--- src/rtl/timing_detector.sv ---
// timing_detector: measures incoming video sync timing, tracks the
// active pixel position and locks once the geometry repeats.
module timing_detector #(
  parameter int busWidth   = 12,
  parameter int lockFrames = 2
) (
  input  logic                clock,
  input  logic                reset,
  input  logic                hSyncIn,
  input  logic                vSyncIn,
  input  logic                deIn,
  output logic [busWidth-1:0] hTotal,
  output logic [busWidth-1:0] vTotal,
  output logic [busWidth-1:0] hActive,
  output logic [busWidth-1:0] vActive,
  output logic [busWidth-1:0] xPos,
  output logic [busWidth-1:0] yPos,
  output logic                frameStart,
  output logic                locked
);

  localparam int MW = $clog2(lockFrames + 1);
  localparam logic [busWidth-1:0] MAX = '1;
  localparam logic [MW-1:0] LAST = MW'(lockFrames - 1);

  typedef enum logic [1:0] {
    SEARCH,
    MEASURE,
    LOCKED
  } state_e;

  function automatic logic [busWidth-1:0] satInc(
    input logic [busWidth-1:0] v
  );
    return (v == MAX) ? v : v + 1'b1;
  endfunction

  state_e state_q;

  logic hs_q, hs_p_q;
  logic vs_q, vs_p_q;
  logic de_q, de_p_q;

  logic [busWidth-1:0] hCount_q, hCount_d;
  logic [busWidth-1:0] vCount_q, vCount_d;
  logic [busWidth-1:0] xPos_q, xPos_d;
  logic [busWidth-1:0] yPos_q, yPos_d;
  logic [busWidth-1:0] hTotal_q, vTotal_q;
  logic [busWidth-1:0] hActive_q, vActive_q;
  logic [MW-1:0]       match_q;
  logic                frameStart_q, locked_q;

  logic                hEdge, vEdge, deFall;
  logic                hMatch, vMatch;
  logic [busWidth-1:0] lineLen, frameLen;

  always_comb begin
    hEdge    = hs_q & ~hs_p_q;
    vEdge    = vs_q & ~vs_p_q;
    deFall   = de_p_q & ~de_q;
    lineLen  = satInc(hCount_q);
    frameLen = satInc(vCount_q);
    hMatch   = (lineLen == hTotal_q);
    vMatch   = (frameLen == vTotal_q);

    hCount_d = hEdge ? '0 : lineLen;

    vCount_d = vCount_q;
    if (vEdge)      vCount_d = '0;
    else if (hEdge) vCount_d = frameLen;

    xPos_d = xPos_q;
    if (hEdge)     xPos_d = '0;
    else if (de_q) xPos_d = satInc(xPos_q);

    yPos_d = yPos_q;
    if (vEdge)       yPos_d = '0;
    else if (deFall) yPos_d = satInc(yPos_q);
  end

  always_ff @(posedge clock) begin
    if (reset) begin
      state_q      <= SEARCH;
      hs_q         <= 1'b0;
      hs_p_q       <= 1'b0;
      vs_q         <= 1'b0;
      vs_p_q       <= 1'b0;
      de_q         <= 1'b0;
      de_p_q       <= 1'b0;
      hCount_q     <= '0;
      vCount_q     <= '0;
      xPos_q       <= '0;
      yPos_q       <= '0;
      hTotal_q     <= '0;
      vTotal_q     <= '0;
      hActive_q    <= '0;
      vActive_q    <= '0;
      match_q      <= '0;
      frameStart_q <= 1'b0;
      locked_q     <= 1'b0;
    end else begin
      hs_q         <= hSyncIn;
      hs_p_q       <= hs_q;
      vs_q         <= vSyncIn;
      vs_p_q       <= vs_q;
      de_q         <= deIn;
      de_p_q       <= de_q;
      hCount_q     <= hCount_d;
      vCount_q     <= vCount_d;
      xPos_q       <= xPos_d;
      yPos_q       <= yPos_d;
      frameStart_q <= vEdge;

      // measured geometry is frozen while locked
      if (state_q != LOCKED) begin
        if (hEdge)  hTotal_q  <= lineLen;
        if (vEdge)  vTotal_q  <= frameLen;
        if (deFall) hActive_q <= xPos_q;
        if (vEdge)  vActive_q <= yPos_q;
      end

      unique case (state_q)
        SEARCH: begin
          if (vEdge) begin
            state_q <= MEASURE;
            match_q <= '0;
          end
        end
        MEASURE: begin
          if (vEdge) begin
            if (hMatch && vMatch) begin
              match_q <= match_q + 1'b1;
              if (match_q == LAST) begin
                state_q  <= LOCKED;
                locked_q <= 1'b1;
              end
            end else begin
              match_q <= '0;
            end
          end
        end
        LOCKED: begin
          if ((hEdge && !hMatch) ||
              (vEdge && !vMatch) ||
              (hCount_q == MAX)) begin
            state_q  <= SEARCH;
            locked_q <= 1'b0;
          end
        end
        default: begin
          state_q  <= SEARCH;
          locked_q <= 1'b0;
        end
      endcase
    end
  end

  assign hTotal     = hTotal_q;
  assign vTotal     = vTotal_q;
  assign hActive    = hActive_q;
  assign vActive    = vActive_q;
  assign xPos       = xPos_q;
  assign yPos       = yPos_q;
  assign frameStart = frameStart_q;
  assign locked     = locked_q;

endmodule

--- config.mk ---
export PLATFORM = sky130hd
export DESIGN_NAME = timing_detector
export DESIGN_NICKNAME = d
export VERILOG_FILES = /design/src/rtl/timing_detector.sv
export SDC_FILE = /design/constraint.sdc
export NUM_CORES = 1
export LEC_CHECK = 0
export CAP_MARGIN = 20
export CORE_AREA = 4 4 105 107
export DETAILED_ROUTE_END_ITERATION = 10
export DIE_AREA = 0 0 109 111
export PLACE_DENSITY_LB_ADDON = 0.3
export RECOVER_POWER = 50
export SLEW_MARGIN = 5
export SYNTH_ARGS = -nofsm -noshare
export SYNTH_HDL_FRONTEND = slang
export SYNTH_SLANG_ARGS = --single-unit
--- constraint.sdc ---
create_clock -name clock -period 3.18 [get_ports clock]
set_input_delay 0.636 -clock clock [delete_from_list [all_inputs] [get_ports clock]]
set_output_delay 0.636 -clock clock [all_outputs]
set_load 0.05 [all_outputs]
==> flow_metrics.tcl, run 1 <==
set metrics [dict create \
    power_mw 2.45 \
    reg2reg_depth 10 \
    p_seq_share_pct 57.1 \
    synth_cell_types 65 \
    swShare_pct 28.2 \
    syn_area_um2 5420 \
    peakVddDrop_v 0.000258 \
    cp-start-kind "flip-flop" \
    fp.coreArea_um2 10100 \
    fp.dieH_um 111 \
    reg2reg_to "locked" \
    finalMaxSlewViolations 0 \
    worstPathMaxFanout 8 \
    clk_pin_slew_worst_paths_ns 0.11 \
    via_count 4989 \
    drt-initial-drc-count 337 \
    cts_buffers 9 \
    min_period_ns 3.10 \
    fin_crit_sh_pct 97.5 \
    max-cap-violations 0 \
    grt_overflow 0 \
    drive_above_1_share_pct 7.78 \
    nets 725 \
    clockPowerShare_pct 33.3 \
    power.switching_mw 0.691 \
    cts_setup_buffers 0 \
    critPathRequiredTime_ns 3.45 \
    critPathMaxStageDelay_ns 0.43 \
    min_path_cells 1 \
    dpl.cell_count 840 \
    worstPathArrival_ns 3.38 \
    ys_seq_area_share_pct 39.9 \
    grt_start_max_net_pins 61 \
    dp_hpwl_um 9610 \
    intPower_mw 1.76 \
    finalNonFillerCells 856 \
    rrSetupSlack_ns 0.08 \
    p_leak_nw 2.26 \
    clock.fmax_ghz 0.322 \
    avgSynthCellArea_um2 8.34 \
    crit_path_top_delay_cell "dfxtp_2" \
    antenna_found_initial 0 \
    syn_inst 650 \
    synth_compound_area_share_pct 15.3 \
    async_flop_share_pct 0 \
    path_buf_inv 1 \
    cpMostUsedCell "nand4_1" \
    rows 37 \
    drc_errors 0 \
    synth_top_family_by_area "simple AND/OR/NAND/NOR gates" \
    synth-adder-area-share_pct 1.15 \
    crit_type "flip-flop to flip-flop" \
    detailedPlace.worstSlack_ns 0.0109 \
    status "finished clean" \
    fin_hold_ws_ns 0.456 \
    wl_per_cell_um 15.9 \
    via_per_inst 5.83 \
    powerDensity_nw_per_um2 376 \
    power_frac_comb_pct 9.6 \
    holdPathEnd "frameStart" \
    dieArea_um2 12100 \
    setup_viol 0 \
    cts_max_level 3 \
    ios 79 \
    track_usage_pct 23.0 \
    grt_setup_unrepaired "false" \
    layout_common_cells "dfxtp_1 (107), nor2_1 (83), nand2_1 (69), clkdlybuf4s50_1 (69), a21oi_1 (56)" \
    cts_tree "built" \
    grt_pass1_wl_um 22900 \
    areaGrowthSynthToFinish_pct 20.1 \
    worst_slew_pin_slew_ns 1.33 \
    synth-simple-area-share_pct 27.5 \
    path_cells "ha_2, and4_1, buf_4, nand4_1, mux2_2, xnor2_1, nand4_1, o31ai_1, o211ai_2, a2111oi_2" \
    cts-root-buf "clkbuf_8" \
    synth_fp_nets 660 \
    clock-skew-final_ns 0.0123 \
    antenna_cells 0 \
    insertion_delay_ns 0.37 \
    hold_path_class "flip-flop to flip-flop" \
    relSlewSlack_pct 11.5 \
    timing.final.ws_setup_ns 0.0780 \
    port_buffers 78 \
    end_kind "flip-flop" \
    chipWidth_um 109 \
    yosys_warnings 0 \
    fin_tns_setup_ns 0 \
    ys_ff_latch 108 \
    drtAntennaViolNets 0 \
    grt_pass1_vias 4724 \
    hold_viol 0 \
    routed_wl_um 13600 \
    synth_xor_area_share_pct 7.84 \
    place_congestion 0.947 \
    synth-edff-count 0 \
    hold_start "vs_p_q" \
    drt_pass1_iterations 4 \
    ys.flop_type "dfxtp_1" \
    start_util_pct 53.5 \
    synth.area.mux_share_pct 3.95 \
    final_common_cell "dfxtp_1" \
    cts_max_path_buffers 2 \
    crit_family "compound AO/OA/AOI/OAI gates" \
    cts.sinks 108 \
    timing.rr.start "vCount_q[1]" \
]
## cells by family after synthesis
group / after synthesis
AO/OA/AOI/OAI: 129
multiplexers: 20
buffers and inverters: 52
flip-flops: 108
adder cells (fa/ha/maj): 5
XOR/XNOR: 47
AND/OR/NAND/NOR: 289
## power groups by stage
stage / registers (mW) / logic (mW) / clock network (mW)
after floorplan: 1.46 / 0.135 / 0
after global placement: 1.43 / 0.228 / 0
after detailed placement: 1.43 / 0.233 / 0
after CTS: 1.40 / 0.235 / 0.846
after global routing: 1.40 / 0.252 / 0.890
final: 1.40 / 0.236 / 0.816
## worst max-delay path by stage
stage / cells past startpoint / from / end
after floorplan: 10 / hCount_q[1] / locked
after global placement: 9 / hCount_q[1] / locked
after detailed placement: 9 / hCount_q[0] / locked
after CTS: 10 / vCount_q[1] / locked
after global routing: 10 / vCount_q[1] / locked
final: 10 / vCount_q[1] / locked
## worst register-to-register path: stages, from the launching register on
cell,delay (ns)
dfxtp_2,0.43
ha_2,0.27
and4_1,0.25
buf_4,0.17
nand4_1,0.10
mux2_2,0.33
xnor2_1,0.31
nand4_1,0.20
o31ai_1,0.41
o211ai_2,0.18
a2111oi_2,0.38
## cell usage after synthesis, types with 6 or more instances
master,instances,area share (%)
nand3_1,21,1.9
and4_1,7,1.1
o21ai_0,19,1.8
and3_1,11,1.3
dfxtp_1,108,40
nor2b_1,10,1.2
a211oi_1,10,1.4
nand2b_1,6,0.69
a31oi_1,6,0.69
buf_2,7,0.65
mux2i_1,18,3.3
and2_1,6,0.69
nand2_1,69,4.8
a311oi_1,9,1.5
a21oi_1,56,5.2
or3_1,8,0.92
nor2_1,84,5.8
xor2_1,28,4.5
inv_1,9,0.62
nand4_1,23,2.7
clkbuf_1,27,1.9
nor3_1,17,1.6
xnor2_1,18,2.9
## repair_timing
item	CTS	global route
gates cloned	0	0
hold buffers	0	0
endpoints found under the setup margin	1	5
pin swaps	0	0
gates resized for setup	1	6
## registers in the layout, summed over array words and instances, names as in the netlist, 12 cells and up
register and flops:
hActive 12, hCount_q 12, hTotal 12, vActive 12, vCount_q 12, vTotal 12, xPos 12, yPos 12
## layer usage
layer  vias up  wire [um]  track usage (%)
met5         -          0                0
met4         0        218             5.98
met3        22       1050             5.82
met2       192       6230             36.1
met1      2327       6120             31.5
li1       2448          -                -
## layout make-up
type / count / area, um2
fill: 840 / 3630
multi-input combinational: 490 / 3050
sequential: 108 / 2160
timing repair buffer: 97 / 902
tap: 136 / 170
clock buffer: 9 / 124
clock inverter: 7 / 68.8
inverter: 9 / 33.8
## per-stage QoR
step / cell area [um2] / util (%)
detailed placement: 6310 / 62.2
global placement: 6310 / 62.2
global route: 6510 / 64.2
CTS: 6500 / 64.2
floorplan: 5420 / -
finish: 6510 / 64.2
(Power assumes the default switching activity.)
==> run 2: changes to the inputs <==
--- a/config.mk
+++ b/config.mk
@@ -11,7 +11,9 @@
 export DIE_AREA = 0 0 109 111
 export PLACE_DENSITY_LB_ADDON = 0.3
 export RECOVER_POWER = 50
+export SKIP_LAST_GASP = 1
 export SLEW_MARGIN = 5
 export SYNTH_ARGS = -nofsm -noshare
 export SYNTH_HDL_FRONTEND = slang
 export SYNTH_SLANG_ARGS = --single-unit
+export TNS_END_PERCENT = 100
==> flow_metrics.tcl, run 2 (synthesis gave the netlist of run 1 again) <==
set metrics [dict create \
    status "finished clean" \
    cts.sinks 108 \
    worst_slew_pin_slew_ns 1.33 \
    busiest_layer "met2" \
    max-cap-violations 0 \
    end_kind "flip-flop" \
    antenna_found_initial 0 \
    grt_overflow 0 \
    dp_hpwl_um 9610 \
    cp-start-kind "flip-flop" \
    fin_crit_sh_pct 97.5 \
    start_util_pct 53.5 \
    crit_path_top_delay_cell "dfxtp_2" \
    drtAntennaViolNets 0 \
    cts_tree "built" \
    cpMostUsedCell "nand4_1" \
    worstPathArrival_ns 3.38 \
    grt_start_max_net_pins 61 \
    areaGrowthSynthToFinish_pct 20.0 \
    peakVddDrop_v 0.000258 \
    grt_pass1_wl_um 22900 \
    wl_per_cell_um 15.9 \
    drt_pass1_iterations 4 \
    cts_buffers 9 \
    layout_common_cells "dfxtp_1 (107), nor2_1 (83), nand2_1 (69), clkdlybuf4s50_1 (69), a21oi_1 (56)" \
    timing.final.ws_setup_ns 0.0780 \
    cts-root-buf "clkbuf_8" \
    cts_max_path_buffers 2 \
    drt-initial-drc-count 337 \
    relSlewSlack_pct 11.5 \
    via_per_inst 5.83 \
    fin_tns_setup_ns 0 \
    drc_errors 0 \
    cts_max_level 3 \
    met1_usage_pct 31.5 \
    drive_above_1_share_pct 7.64 \
    grt_use_met2_pct 36.1 \
    nets 725 \
    critPathRequiredTime_ns 3.45 \
    antenna_cells 0 \
    clock.fmax_ghz 0.322 \
    insertion_delay_ns 0.37 \
    fp.dieH_um 111 \
    grt_setup_unrepaired "true" \
    worstPathMaxFanout 8 \
    routed_wl_um 13600 \
    track_usage_pct 23.0 \
    path_cells "ha_2, and4_1, buf_4, nand4_1, mux2_2, xnor2_1, nand4_1, o31ai_1, o211ai_2, a2111oi_2" \
    finalNonFillerCells 856 \
    nFillCells 840 \
    hold_path_class "flip-flop to flip-flop" \
    clk_pin_slew_worst_paths_ns 0.11 \
    critPathMaxStageDelay_ns 0.43 \
    grtUsageMet3_pct 5.82 \
    powerDensity_nw_per_um2 376 \
    finalMaxSlewViolations 0 \
    placed_cell_area_um2 6310 \
    setup_viol 0 \
    clock-skew-final_ns 0.0123 \
    final_area_um2 6510 \
    detailedPlace.worstSlack_ns 0.0109 \
    grt_pass1_vias 4724 \
    power_mw 2.45 \
    hold_viol 0 \
    ios 79 \
    chipWidth_um 109 \
    dieArea_um2 12100 \
    min_period_ns 3.10 \
    via_count 4989 \
    final_common_cell "dfxtp_1" \
    rows 37 \
    crit_type "flip-flop to flip-flop" \
    fin_hold_ws_ns 0.456 \
    port_buffers 78 \
    cts_setup_buffers 0 \
    place_congestion 0.947 \
    fp.coreArea_um2 10100 \
    p_leak_nw 2.26 \
    fin_util_pct 64.2 \
    dpl.cell_count 840 \
]
[run 2: cell counts in the layout (fill, tap and decap cells not counted)]
No cell type changed its count.
[run 2: critical path: cells and delay by family, from the launching register on]
kind / cells / cell delay, ns
AO/OA/AOI/OAI: 3 / 0.97
AND/OR/NAND/NOR: 3 / 0.55
flip-flops: 1 / 0.43
multiplexers: 1 / 0.33
XOR/XNOR: 1 / 0.31
adder cells (fa/ha/maj): 1 / 0.27
buffers and inverters: 1 / 0.17
[run 2: final timing paths]
| kind | start | slack [ns] | cells after the start | to |
|---|---|---|---|---|
| worst max-delay path | vCount_q[1] | 0.08 | 10 | locked |
| worst min-delay path | vs_p_q | 0.46 | 1 | frameStart |
| worst max register to register | vCount_q[1] | 0.08 | 10 | locked |
| worst min register to register | vs_p_q | 0.46 | 1 | frameStart |
[run 2: what timing repair did]
action,in CTS,in global routing
setup endpoints to repair,1,5
hold buffers,0,0
hold endpoints to repair,0,0
gates resized for setup,1,5
[run 2: cell type report]
type                    count  area [um2]  area share (%)
multi-input cells         490        3050            46.8
flip-flops and latches    108        2160            33.2
repair buffers             97         902            13.9
well taps                 136         170            2.61
clock buffers               9         124            1.90
clock inverters             7        68.8            1.06
inverters                   9        33.8           0.519
[run 2: power by group]
group	switching (mW)	internal (mW)	total [mW]
Combinational	0.154	0.0815	0.236
Sequential	0.0260	1.37	1.40
Clock	0.511	0.306	0.816
[run 2: per-layer routing]
layer | wire [um] | vias up
met3 | 1050 | 22
met2 | 6230 | 192
li1 | - | 2448
met4 | 218 | 0
met5 | 0 | -
met1 | 6120 | 2327
